## src/rtl/ena_scheduler.sv

```systemverilog
// Firing scheduler: picks which excited signals of the circuit model fire on the next edge,
// under a selectable policy, while counting firings and watching for deadlock.
module ena_scheduler #(
  parameter int          N         = 8,
  parameter logic [15:0] SEED      = 16'hACE1,
  parameter int          DL_CYCLES = 4,
  parameter int          CW        = 32
) (
  input  logic          clk,
  input  logic          reset,
  input  logic          run,
  input  logic          step,
  input  logic [1:0]    mode,
  input  logic [N-1:0]  excited,
  output logic [N-1:0]  ena,
  output logic [CW-1:0] fire_count,
  output logic          idle,
  output logic          deadlock
);

  localparam int IW = $clog2(N);
  localparam int DW = $clog2(DL_CYCLES + 1);
  localparam int PW = $clog2(N + 1);

  logic [IW-1:0]  ptr;
  logic [15:0]    lfsr;
  logic [DW-1:0]  dl_cnt;

  logic           active;
  logic [IW-1:0]  rnd_start;
  logic [IW:0]    rr_hit;
  logic [IW:0]    rnd_hit;
  logic [N-1:0]   mask;
  logic [PW-1:0]  pop;
  logic [CW:0]    fc_sum;
  logic [15:0]    lfsr_next;
  logic [IW-1:0]  ptr_next;

  // Returns {found, index} of the first set bit at or after start, wrapping through N-1 to 0.
  // Walking offsets from high to low lets the smallest offset win without an early exit.
  function automatic logic [IW:0] search(input logic [N-1:0] ex, input logic [IW-1:0] start);
    logic [IW:0]   r;
    logic [IW-1:0] idx;
    r = '0;
    for (int j = N - 1; j >= 0; j--) begin
      idx = IW'((int'(start) + j) % N);
      if (ex[idx]) r = {1'b1, idx};
    end
    return r;
  endfunction

  assign idle      = (excited == '0);
  assign active    = !reset && (run || step);
  assign lfsr_next = {lfsr[14:0], lfsr[15] ^ lfsr[13] ^ lfsr[12] ^ lfsr[10]};

  always_comb begin
    rnd_start = lfsr[IW-1:0];
    if ({1'b0, rnd_start} >= (IW+1)'(N)) rnd_start = rnd_start - IW'(N);
    rr_hit  = search(excited, ptr);
    rnd_hit = search(excited, rnd_start);
    for (int i = 0; i < N; i++) mask[i] = lfsr[i % 16];
  end

  always_comb begin
    ena = '0;
    if (active) begin
      case (mode)
        2'd0: if (rr_hit[IW])  ena[rr_hit[IW-1:0]]  = 1'b1;
        2'd1: if (rnd_hit[IW]) ena[rnd_hit[IW-1:0]] = 1'b1;
        2'd2: begin
          ena = excited & mask;
          if (ena == '0 && rnd_hit[IW]) ena[rnd_hit[IW-1:0]] = 1'b1;
        end
        default: ena = excited;
      endcase
    end
  end

  always_comb begin
    pop = '0;
    for (int i = 0; i < N; i++) pop = pop + PW'(ena[i]);
    fc_sum   = {1'b0, fire_count} + (CW+1)'(pop);
    ptr_next = (rr_hit[IW-1:0] == IW'(N - 1)) ? '0 : rr_hit[IW-1:0] + 1'b1;
  end

  // Only run cycles feed the deadlock counter; single steps leave it alone.
  always_ff @(posedge clk) begin
    if (reset) begin
      ptr        <= '0;
      lfsr       <= SEED;
      dl_cnt     <= '0;
      fire_count <= '0;
      deadlock   <= 1'b0;
    end else if (active) begin
      lfsr       <= lfsr_next;
      fire_count <= fc_sum[CW] ? '1 : fc_sum[CW-1:0];
      if (mode == 2'd0 && rr_hit[IW]) ptr <= ptr_next;
      if (run) begin
        if (excited != '0) begin
          dl_cnt <= '0;
        end else begin
          if (dl_cnt < DW'(DL_CYCLES)) dl_cnt <= dl_cnt + 1'b1;
          if (dl_cnt >= DW'(DL_CYCLES - 1)) deadlock <= 1'b1;
        end
      end
    end
  end

endmodule

```

## config.mk

```make
export PLATFORM = sky130hd
export DESIGN_NAME = ena_scheduler
export DESIGN_NICKNAME = d
export VERILOG_FILES = /design/src/rtl/ena_scheduler.sv
export SDC_FILE = /design/constraint.sdc
export NUM_CORES = 1
export LEC_CHECK = 0
export ABC_CLOCK_PERIOD_IN_PS = 15600
export CAP_MARGIN = 0
export CORE_AREA = 4 4 117 119
export DETAILED_ROUTE_END_ITERATION = 7
export DIE_AREA = 0 0 121 123
export GPL_TIMING_DRIVEN = 0
export MAX_ROUTING_LAYER = met4
export SLEW_MARGIN = 15
export SYNTH_ARGS = -nofsm -noshare
export SYNTH_HDL_FRONTEND = slang
export SYNTH_SLANG_ARGS = --single-unit
```

## constraint.sdc

```tcl
create_clock -name clk -period 15.6 [get_ports clk]
set_input_delay 3.12 -clock clk [delete_from_list [all_inputs] [get_ports clk]]
set_output_delay 3.12 -clock clk [all_outputs]
set_load 0.005 [all_outputs]
```

=== Word-level counts from Yosys, hierarchy flattened ===
Cells that the tools add are included.

* Register bits after elaboration: 55
* Output and inout port bits: 42
* Logic and storage cells: 136

* Add/sub/neg operators: 24
* Order comparisons: 22
* Eq/ne operators: 3
* Muxes and demuxes: 61
* Bitwise operators: 6
* Reduce and logical (&&, ||, !) cells: 15

{| class="wikitable"
|+ Operators by type and width
! kind !! number
|-
| 3-bit by 4-bit less-than comparator with 1-bit output (second input constant) || 18
|-
| 4-bit two-way mux || 16
|-
| 1-bit binary-select mux with 3-bit select || 16
|-
| 32-bit by 4-bit adder with 33-bit output || 1
|-
| 32-bit two-way mux || 1
|-
| 8-bit two-way mux || 4
|-
| 3-bit adder (second input constant) || 8
|-
| 8-bit case mux with 3 select lines || 1
|-
| 1-bit two-way mux || 18
|-
| 4-bit by 1-bit adder with 4-bit output || 4
|-
| 8-bit logical NOT || 2
|-
| 3-bit by 1-bit adder with 3-bit output (second input constant) || 4
|-
| 3-bit by 2-bit adder with 3-bit output (second input constant) || 4
|-
| 3-bit two-way mux || 3
|-
| 8-bit bitwise AND || 1
|-
| 8-bit bitwise OR || 1
|-
| 8-bit nonzero test || 1
|-
| 1-bit demux with 3-bit select || 2
|-
| 3-bit by 1-bit >= comparator with 1-bit output (second input constant) || 2
|-
| 1-bit logical AND || 5
|-
| 3-bit by 1-bit adder with 4-bit output || 1
|-
| 4-bit AND reduction || 1
|-
| 2-bit by 1-bit adder with 3-bit output || 1
|-
| 3-bit == test (second input constant) || 1
|-
| 13 further kinds || 15
|}

=== Longest topological paths before layout ===
Gate-level depths: netlist of the first run.

* Depth after elaboration: 28
* Gate-level depth with buffers: 28
* Depth with buffers taken out: 25

=== Least setup slack after synthesis of the first run ===
Ideal clock, no wire load.

* Kind: input port to flip-flop
* Start: in excited[0]
* End: reg fire_count[30]
* Setup time: 127 ps
* Data arrival time: 8516 ps
* Data required time: 15473 ps
* Slack: 6957 ps
* Stages on the path: 21
* Path buffers: 0
* Path through: mux2_4 mux2_4 or4_4 nor4_4 nand2b_1 nand3b_2 nor3_1 a211oi_1 fa_1 fa_1 fa_1 fa_1 fa_1 nor2b_1 o21ai_0 a21oi_1 nor2b_1 and2_1 nor2b_1 and4b_1 nor3_1

* Word-level cells in the longest chain between the ends: 27
* Elaborated cells between the ends (all ways): 76
* Classes of those cells: add/sub (8); order compare (4); mux (58); bitwise (2); reduce/logical (4)

{| class="wikitable"
|+ Ends and longest elaborated chain
! element !! line !! RTL
|-
| from (decl) || 14 || <nowiki>input logic [N-1:0] excited,</nowiki>
|-
| 1-bit binary-select mux with 3-bit select || 47 || <nowiki>if (ex[idx]) r = {1'b1, idx};</nowiki>
|-
| 1-bit two-way mux (implied by the code) || 47 ||
|-
| 4-bit two-way mux (8 in series) || 47 ||
|-
| 3-bit by 4-bit less-than comparator with 1-bit output (implied by the code) / 3-bit by 1-bit >= comparator with 1-bit output (equally long branches) || 69, 72 ||
|-
| 1-bit logical AND (implied by the code) || 69, 72 ||
|-
| 1-bit two-way mux (implied by the code) || 69, 72 ||
|-
| 1-bit demux with 3-bit select || 69, 72 ||
|-
| 8-bit bitwise OR (no line) || n/a ||
|-
| [... 2 more ...] || n/a ||
|-
| 8-bit two-way mux * || 66 || <nowiki>if (active) begin</nowiki>
|-
| 1-bit by 1-bit adder with 2-bit output || 81 || <nowiki>for (int i = 0; i < N; i++) pop = pop + PW'(ena[i]);</nowiki>
|-
| 2-bit by 1-bit adder with 3-bit output || 81 ||
|-
| 3-bit by 1-bit adder with 4-bit output || 81 ||
|-
| 4-bit by 1-bit adder with 4-bit output (3 in series) || 81 ||
|-
| 4-bit by 1-bit adder with 4-bit output * || 81 ||
|-
| 32-bit by 4-bit adder with 33-bit output * || 82 || <nowiki>fc_sum = {1'b0, fire_count} + (CW+1)'(pop);</nowiki>
|-
| 32-bit two-way mux * || 96 || <nowiki>fire_count <= fc_sum[CW] ? '1 : fc_sum[CW-1:0];</nowiki>
|-
| to (signal assigned) || 96 ||
|-
| to (decl) || 16 || <nowiki>output logic [CW-1:0] fire_count,</nowiki>
|}

Every way passes the cells marked *; elsewhere a longest branch is shown, timed or not. The select of a mux whose other input is x is not followed.
A chain may end at the register's enable or synchronous reset.

=== Worst setup path after layout of the first run ===
* Start: in excited[7]
* End: out ena[4]

* Word-level cells in the longest chain between the ends: 18
* Elaborated cells between the ends (all ways): 67
* Classes of those cells: order compare (4); mux (57); bitwise (2); reduce/logical (4)

{| class="wikitable"
|+ Ends and longest elaborated chain
! element !! line !! RTL
|-
| 1-bit binary-select mux with 3-bit select || 47 ||
|-
| 1-bit two-way mux (implied by the code) || 47 ||
|-
| 4-bit two-way mux (8 in series) || 47 ||
|-
| 3-bit by 4-bit less-than comparator with 1-bit output (implied by the code) / 3-bit by 1-bit >= comparator with 1-bit output (equally long branches) || 69, 72 ||
|-
| 1-bit logical AND (implied by the code) || 69, 72 ||
|-
| 1-bit two-way mux (implied by the code) || 69, 72 ||
|-
| 1-bit demux with 3-bit select || 69, 72 ||
|-
| 8-bit bitwise OR (no line) || n/a ||
|-
| 8-bit two-way mux || 72 || <nowiki>if (ena == '0 && rnd_hit[IW]) ena[rnd_hit[IW-1:0]] = 1'b1;</nowiki>
|-
| 8-bit case mux with 3 select lines * || 67 || <nowiki>case (mode)</nowiki>
|-
| 8-bit two-way mux * || 66 ||
|-
| to (decl) || 15 || <nowiki>output logic [N-1:0] ena,</nowiki>
|}

Marks and branches as above.

==> results of run 1 <==
## power by group
| group | leakage, nW | switching, W | internal, W |
|---|---|---|---|
| Combinational | 1.65 | 0.000192 | 0.000145 |
| Sequential | 0.448 | 0.00000809 | 0.000148 |
| Clock | 0.0727 | 0.0000485 | 0.0000628 |
## worst min-delay path, stage by stage, from the launching register on
cell     delay, ns
dfxtp_1       0.31
nand2_1       0.05
a21oi_1       0.05
## final timing paths
path | startpoint | to | slack, ns | cells past startpoint
max reg2reg | ptr[1]$_SDFFE_PP0P_ | fire_count[11]$_SDFFE_PP0P_ | 7.79 | 22
min | lfsr[14]$_SDFFE_PP0P_ | lfsr[14]$_SDFFE_PP0P_ | 0.45 | 2
min reg2reg | lfsr[14]$_SDFFE_PP0P_ | lfsr[14]$_SDFFE_PP0P_ | 0.45 | 2
max | excited[7] | ena[4] | 5.45 | 10
## final cells by class
type | instances | area, sq um | area share
buffer | 38 | 180.2 | 0.03053
clock buffer | 6 | 138.9 | 0.02354
clock inverter | 1 | 5.005 | 0.0008482
inverter | 24 | 90.09 | 0.01527
multi-input combinational | 478 | 3630 | 0.6151
sequential | 55 | 1101 | 0.1866
tap | 172 | 215.2 | 0.03647
timing repair buffer | 54 | 540.5 | 0.09160
## layer usage
| metal | global-route usage | vias to the layer above | wire length (um) |
|---|---|---|---|
| li1 | - | 2306 | - |
| met1 | 0.2614 | 2299 | 6401 |
| met2 | 0.3352 | 175 | 6926 |
| met3 | 0.02562 | 24 | 807 |
| met4 | 0.06516 | 0 | 364 |
| met5 | - | - | 0 |
## cells by family (layout without fill, tap and decap cells)
logic type	count (synthesis)	count (layout)	synth area share
buffers and inverters	62	123	0.05404
and+or+nand+nor	221	221	0.2299
muxes	56	56	0.1699
DFF	55	55	0.2202
AOI/OAI and AO/OA	148	148	0.2069
xor gates and xnor gates	35	35	0.06655
adders and majority gates	18	18	0.05254
## state kept, by name, indices dropped and copies added (netlist names)
register    cells
ptr             3
fire_count     32
dl_cnt          3
lfsr           16
deadlock        1
## stage by stage
stage / instances / utilization
2_1_floorplan: 595 / -
3_3_place_gp: 821 / 0.4580
3_5_place_dp: 821 / 0.4580
4_1_cts: 828 / 0.4695
5_1_grt: 828 / 0.4695
6_report: 828 / 0.4695
## layout by cell type, fill, tap and decap left out, types with 15 or more instances in the layout
cell / n
a21oi_1: 48
clkbuf_1: 26
clkdlybuf4s50_1: 54
dfxtp_1: 55
inv_1: 24
mux2i_1: 26
mux4_2: 19
nand2_1: 79
nand3_1: 17
nor2_1: 38
nor3_1: 15
o21ai_0: 22
xnor2_1: 15
xor2_1: 18
==> out/summary.txt, run 1 <==
Critical path peak fanout: 10
Syn avg cell area: 8.405 sq um
Yosys top cell area share: 0.2202
Fillers: 1,254
Setup Buffers After CTS: 0
Number of synthesis warnings: 0
GP Congestion: 0.9178
Cell Area, Synth: 5001 sq um
Most common cell in the netlist: nand2_1
Synthesized flop and latch total: 55
Area Overhead vs Synth: 17.99%
HP Class: register to register
Crit path buf inv count: 3
Cells after synthesis: 595
Post-synthesis sequential area ratio: 0.2202
P_leak: 2.170 nW
Clock slew seen by the registers of the worst setup and hold paths: 0.07 ns
Final TNS setup: 0 ns
Top cell type by total area after synthesis: dfxtp_1
Slew headroom: 0.5215
DR vias: 4,804
TritonCTS Buffers: 5
Crit path kind: input pin to output port
Initial antenna violation count: 0
CTS root buf: clkbuf_16
Worst-path cell chain: clkdlybuf4s50_1 -> clkbuf_1 -> a211oi_1 -> a221oi_2 -> a2111oi_0 -> nor4_1 -> o31ai_2 -> or3_1 -> a31oi_1 -> clkdlybuf4s50_1
Crit path launch type: input pin
Area contributors post-synth: dfxtp_1 (22%), mux4_2 (8.6%), nand2_1 (5.9%), mux2i_1 (5.2%), a21oi_1 (4.8%)
I/O pin count: 56
Fin. Hold Viols: 0
Post-CTS resize count: 0
Buffers on Ports: 54
# clock sinks: 55
Row Count: 41
Final WS setup: 5.453 ns
Final hold slack: 0.4547 ns
Hold_buf cts: 0
F_max: 98.55 MHz
MaxCap Viol Count: 0
Final wirelength: 14,500 um
DRT Pass-1 Iters: 5
ANT nets after route: 0
Primary FF master, synth: dfxtp_1
Initial Util: 0.3979
Placed inst area: 5757 sq um
Antenna cell count: 0
Number of synthesized flops with an enable pin: 0
Core Box Area: 12,570 sq um
Clock Tree Buf Depth: 2
Dpl ws: 5.568 ns
Layout cells sized above 1: 0.1021
H-Tree Depth: 2
Worst EP arrival: 7.03 ns
Critical path capture point type: output port
Die width: 121 um
DP HPWL: 10,980 um
RSZ-0062 raised after global routing: false
Pin count of the biggest net entering global routing: 16
Vias/cell: 5.802
Skew final: 0.003585 ns
CTS tree: built
Synth top cells by count: nand2_1 (79), dfxtp_1 (55), a21oi_1 (48)
DIE AREA: 14,880 sq um
Die Ht: 123 um
First-pass GRT wire length: 24,010 um
Syn Nets: 627
CP max-delay cell: clkdlybuf4s50_1
Fin crit share: 0.6505
Minimum clock period after layout: 10.15 ns
CP most frequent cell: clkdlybuf4s50_1
Total Power: 0.0006045 W
Vias in the first global route: 4,742
Clk_lat worst skew: 0.29 ns
Final setup viols: 0
Critical Path RT: 12.48 ns
Tightest Pin Transition: 0.7130 ns
Critical path's top delay family: buffers and inverters
Gr ovfl total: 0
VDD IR max: 43.39 uV
P per Cell Area: 102.4 nW/um^2
Synth async-reset ratio: 0
Drt wl/cell: 17.51 um
Max Slew Vio Count: 0
CP peak stage delay: 0.64 ns
Gr usage total: 0.2032
Nets: 688
Final Cell Area: 5901 sq um
1st-iter DRT viols: 508
Status: complete, no violations
Synth unique cells: 87
Number of remaining DRC errors: 0
Power figures use the tool's default switching activity.
==> run 2: changes to the inputs <==
- ABC_CLOCK_PERIOD_IN_PS: 15600 -> 10500
- clock period: 15.6 -> 10.5 ns (I/O delays scaled with it)
==> results of run 2 <==
The final DEF is identical to that of run 1. Status: complete, no violations.
Among the figures that moved: setup slack after placement 5.568 ns -> 1.504 ns; setup slack after layout 5.453 ns -> 1.694 ns; end point of the critical path ena[4] -> fire_count[11]$_SDFFE_PP0P_; register-to-register setup slack 7.79 ns -> 2.69 ns; total power 0.0006045 W -> 0.0008981 W; worst IR drop on VDD 43.39 uV -> 64.47 uV
==> variant, RTL diff (flow settings as in run 2) <==
Set the parameter `DL_CYCLES` to 2 (it was 4).
--- a/src/rtl/ena_scheduler.sv
+++ b/src/rtl/ena_scheduler.sv
@@ -3,7 +3,7 @@
 module ena_scheduler #(
   parameter int          N         = 8,
   parameter logic [15:0] SEED      = 16'hACE1,
-  parameter int          DL_CYCLES = 4,
+  parameter int          DL_CYCLES = 2,
   parameter int          CW        = 32
 ) (
   input  logic          clk,
Check against the original RTL: not settled (the Yosys comparison gave no result); the edit may change what the design does.
==> variant against run 2 <==
Clock power fell by 2%; register-to-register slack got worse by 0.28 ns; via count rose by 3.5%; synthesized cell count rose by 2.4%; power fell by 0.97%; utilization rose by 0.26 points; final area rose by 0.55%; non-clock buffer count rose by 13; area after synthesis rose by 0.53%; sequential cell count fell by 1; setup slack got worse by 0.55 ns; global-route usage rose by 0.20 points; routed wire length rose by 1.6%; highest routed layer unchanged.
==> variant: results (changes against run 2) <==
| Metric | Value |
|---|---|
| Residual DRC count | `0 (unchanged)` |
| Compound-Gate Fraction of Synth Area | `0.215 (was 0.207)` |
| Post-synth top flop | `dfxtp_1 (unchanged)` |
| Clk Latency, worst-skew pair | `0.29 ns (about the same)` |
| Vias in the first global route | `4,812 (was 4,742)` |
| Lkg Pwr | `2.01 nW (was 2.17 nW)` |
| Largest net degree at the start of global routing | `17 (was 16)` |
| Total GRT Usage | `0.205 (was 0.203)` |
| Status | `complete, no violations (unchanged)` |
| Psw | `0.365 mW (was 0.370 mW)` |
| Rel. slew slack | `0.463 (was 0.521)` |
| Final net count | `702 (was 688)` |
| Hold crit path type | `reg -> reg (unchanged)` |
| VDD IR max | `55.5 uV (was 64.5 uV)` |
| CP arrival | `9.51 ns (was 9.03 ns)` |
| CTS Root Cell | `clkbuf_16 (unchanged)` |
| Mux share of post-synthesis cell area | `0.192 (was 0.170)` |
| Layout cells sized above 1 | `0.125 (was 0.102)` |
| Total number of vias | `4,972 (was 4,804)` |
| Top Family by Delay on Critical Path | `adder cells (unchanged)` |
| DR iter-0 viols | `552 (was 508)` |
| Cts repair resizes | `0 (unchanged)` |
| Wire per inst | `17.5 um (about the same)` |
| Synth Area in XOR/XNOR | `0.0592 (was 0.0665)` |
| Net Count, Synth | `640 (was 627)` |
| ANT cells | `0 (unchanged)` |
| Place WS | `0.872 ns (was 1.50 ns)` |
| Antenna violations before repair | `0 (unchanged)` |
| Total CTS buffers | `5 (unchanged)` |
| Hpwl dp | `11,200 um (was 11,000 um)` |
| Top cells by count, synth | `nand2_1 (68), a21oi_1 (63), dfxtp_1 (54) (was nand2_1 (79), dfxtp_1 (55), a21oi_1 (48))` |
| Combinational Power Share | `0.561 (was 0.558)` |
| Setup Buffers After CTS | `0 (unchanged)` |
| Post-synthesis adder-cell area fraction | `0.0498 (was 0.0525)` |
| Post-synthesis cell type count | `69 (was 87)` |
| Routability congestion estimate | `0.883 (was 0.918)` |
| Crit-path max FO | `10 (unchanged)` |
| Htree depth | `2 (unchanged)` |
| Drt pass-1 iters | `5 (unchanged)` |
| Synth Warn # | `0 (unchanged)` |
| Biggest registers after layout | `fire_count (32), lfsr (16), ptr (3) (was fire_count (32), lfsr (16))` |
| Post-synthesis sequential area ratio | `0.215 (was 0.220)` |
| CP max stage cell | `a2111oi_2 (was clkdlybuf4s50_1)` |
| CTS Buffer Depth | `2 (unchanged)` |
| Crit path largest cell delay | `0.71 ns (was 0.56 ns)` |
| Largest cells by area after synthesis | `dfxtp_1 (22%), mux4_2 (13%), a21oi_1 (6.3%) (was dfxtp_1 (22%), mux4_2 (8.6%), nand2_1 (5.9%))` |
| Final setup skew | `0.00849 ns (was 0.00358 ns)` |
| Filler instances | `1,231 (was 1,254)` |
| First-pass GRT wire length | `24,400 um (was 24,000 um)` |
| Port Buf Inserts | `55 (was 54)` |
| Clk slew on worst S/H paths | `0.07 ns (about the same)` |
==> variant: changes by cell type after synthesis, sizes merged, moves of 5 or more <==
cell,before,now
a21oi,48,63
clkbuf,26,36
mux2,9,15
mux2i,27,15
mux4,20,28
nand2,79,68
nor2,39,44
o211ai,3,8
==> variant: per-stage QoR <==
step / util / area, sq um / instances
after global placement: 0.461 / 5790 / 836
after global routing: 0.472 / 5930 / 843
final: 0.472 / 5930 / 843
after detailed placement: 0.461 / 5790 / 836
after CTS: 0.472 / 5930 / 843
after floorplan: - / 5030 / 609
==> variant: per-layer routing <==
layer	track usage	up-vias	wire [um]
li1	-	2374	-
met2	0.336	148	7160
met3	0.0224	23	622
met1	0.278	2427	6700
met4	0.0411	0	248
met5	-	-	0
==> variant: path summary, 6_finish.rpt <==
kind,startpoint,cells past startpoint,to,slack (ns)
worst max-delay path,excited[5],21,fire_count[22],1.15
worst min-delay path,lfsr[11],2,lfsr[12],0.45
worst max register to register,lfsr[1],23,fire_count[22],2.41
worst min register to register,lfsr[11],2,lfsr[12],0.45
==> variant: cell type report <==
| class | count | area share |
|---|---|---|
| Multi-Input combinational cell | 477 | 0.610 |
| Sequential cell | 54 | 0.182 |
| Timing Repair Buffer | 55 | 0.0928 |
| Buffer | 50 | 0.0373 |
| Tap cell | 172 | 0.0363 |
| Clock buffer | 5 | 0.0211 |
| Inverter | 28 | 0.0177 |
| Clock inverter | 2 | 0.00253 |
==> variant: power groups by stage <==
stage	logic [mW]	registers (mW)	clock network (mW)
finish	0.499	0.230	0.161
global route	0.554	0.231	0.176
CTS	0.498	0.229	0.167
detailed placement	0.495	0.234	0
global placement	0.485	0.234	0
floorplan	0.376	0.230	0
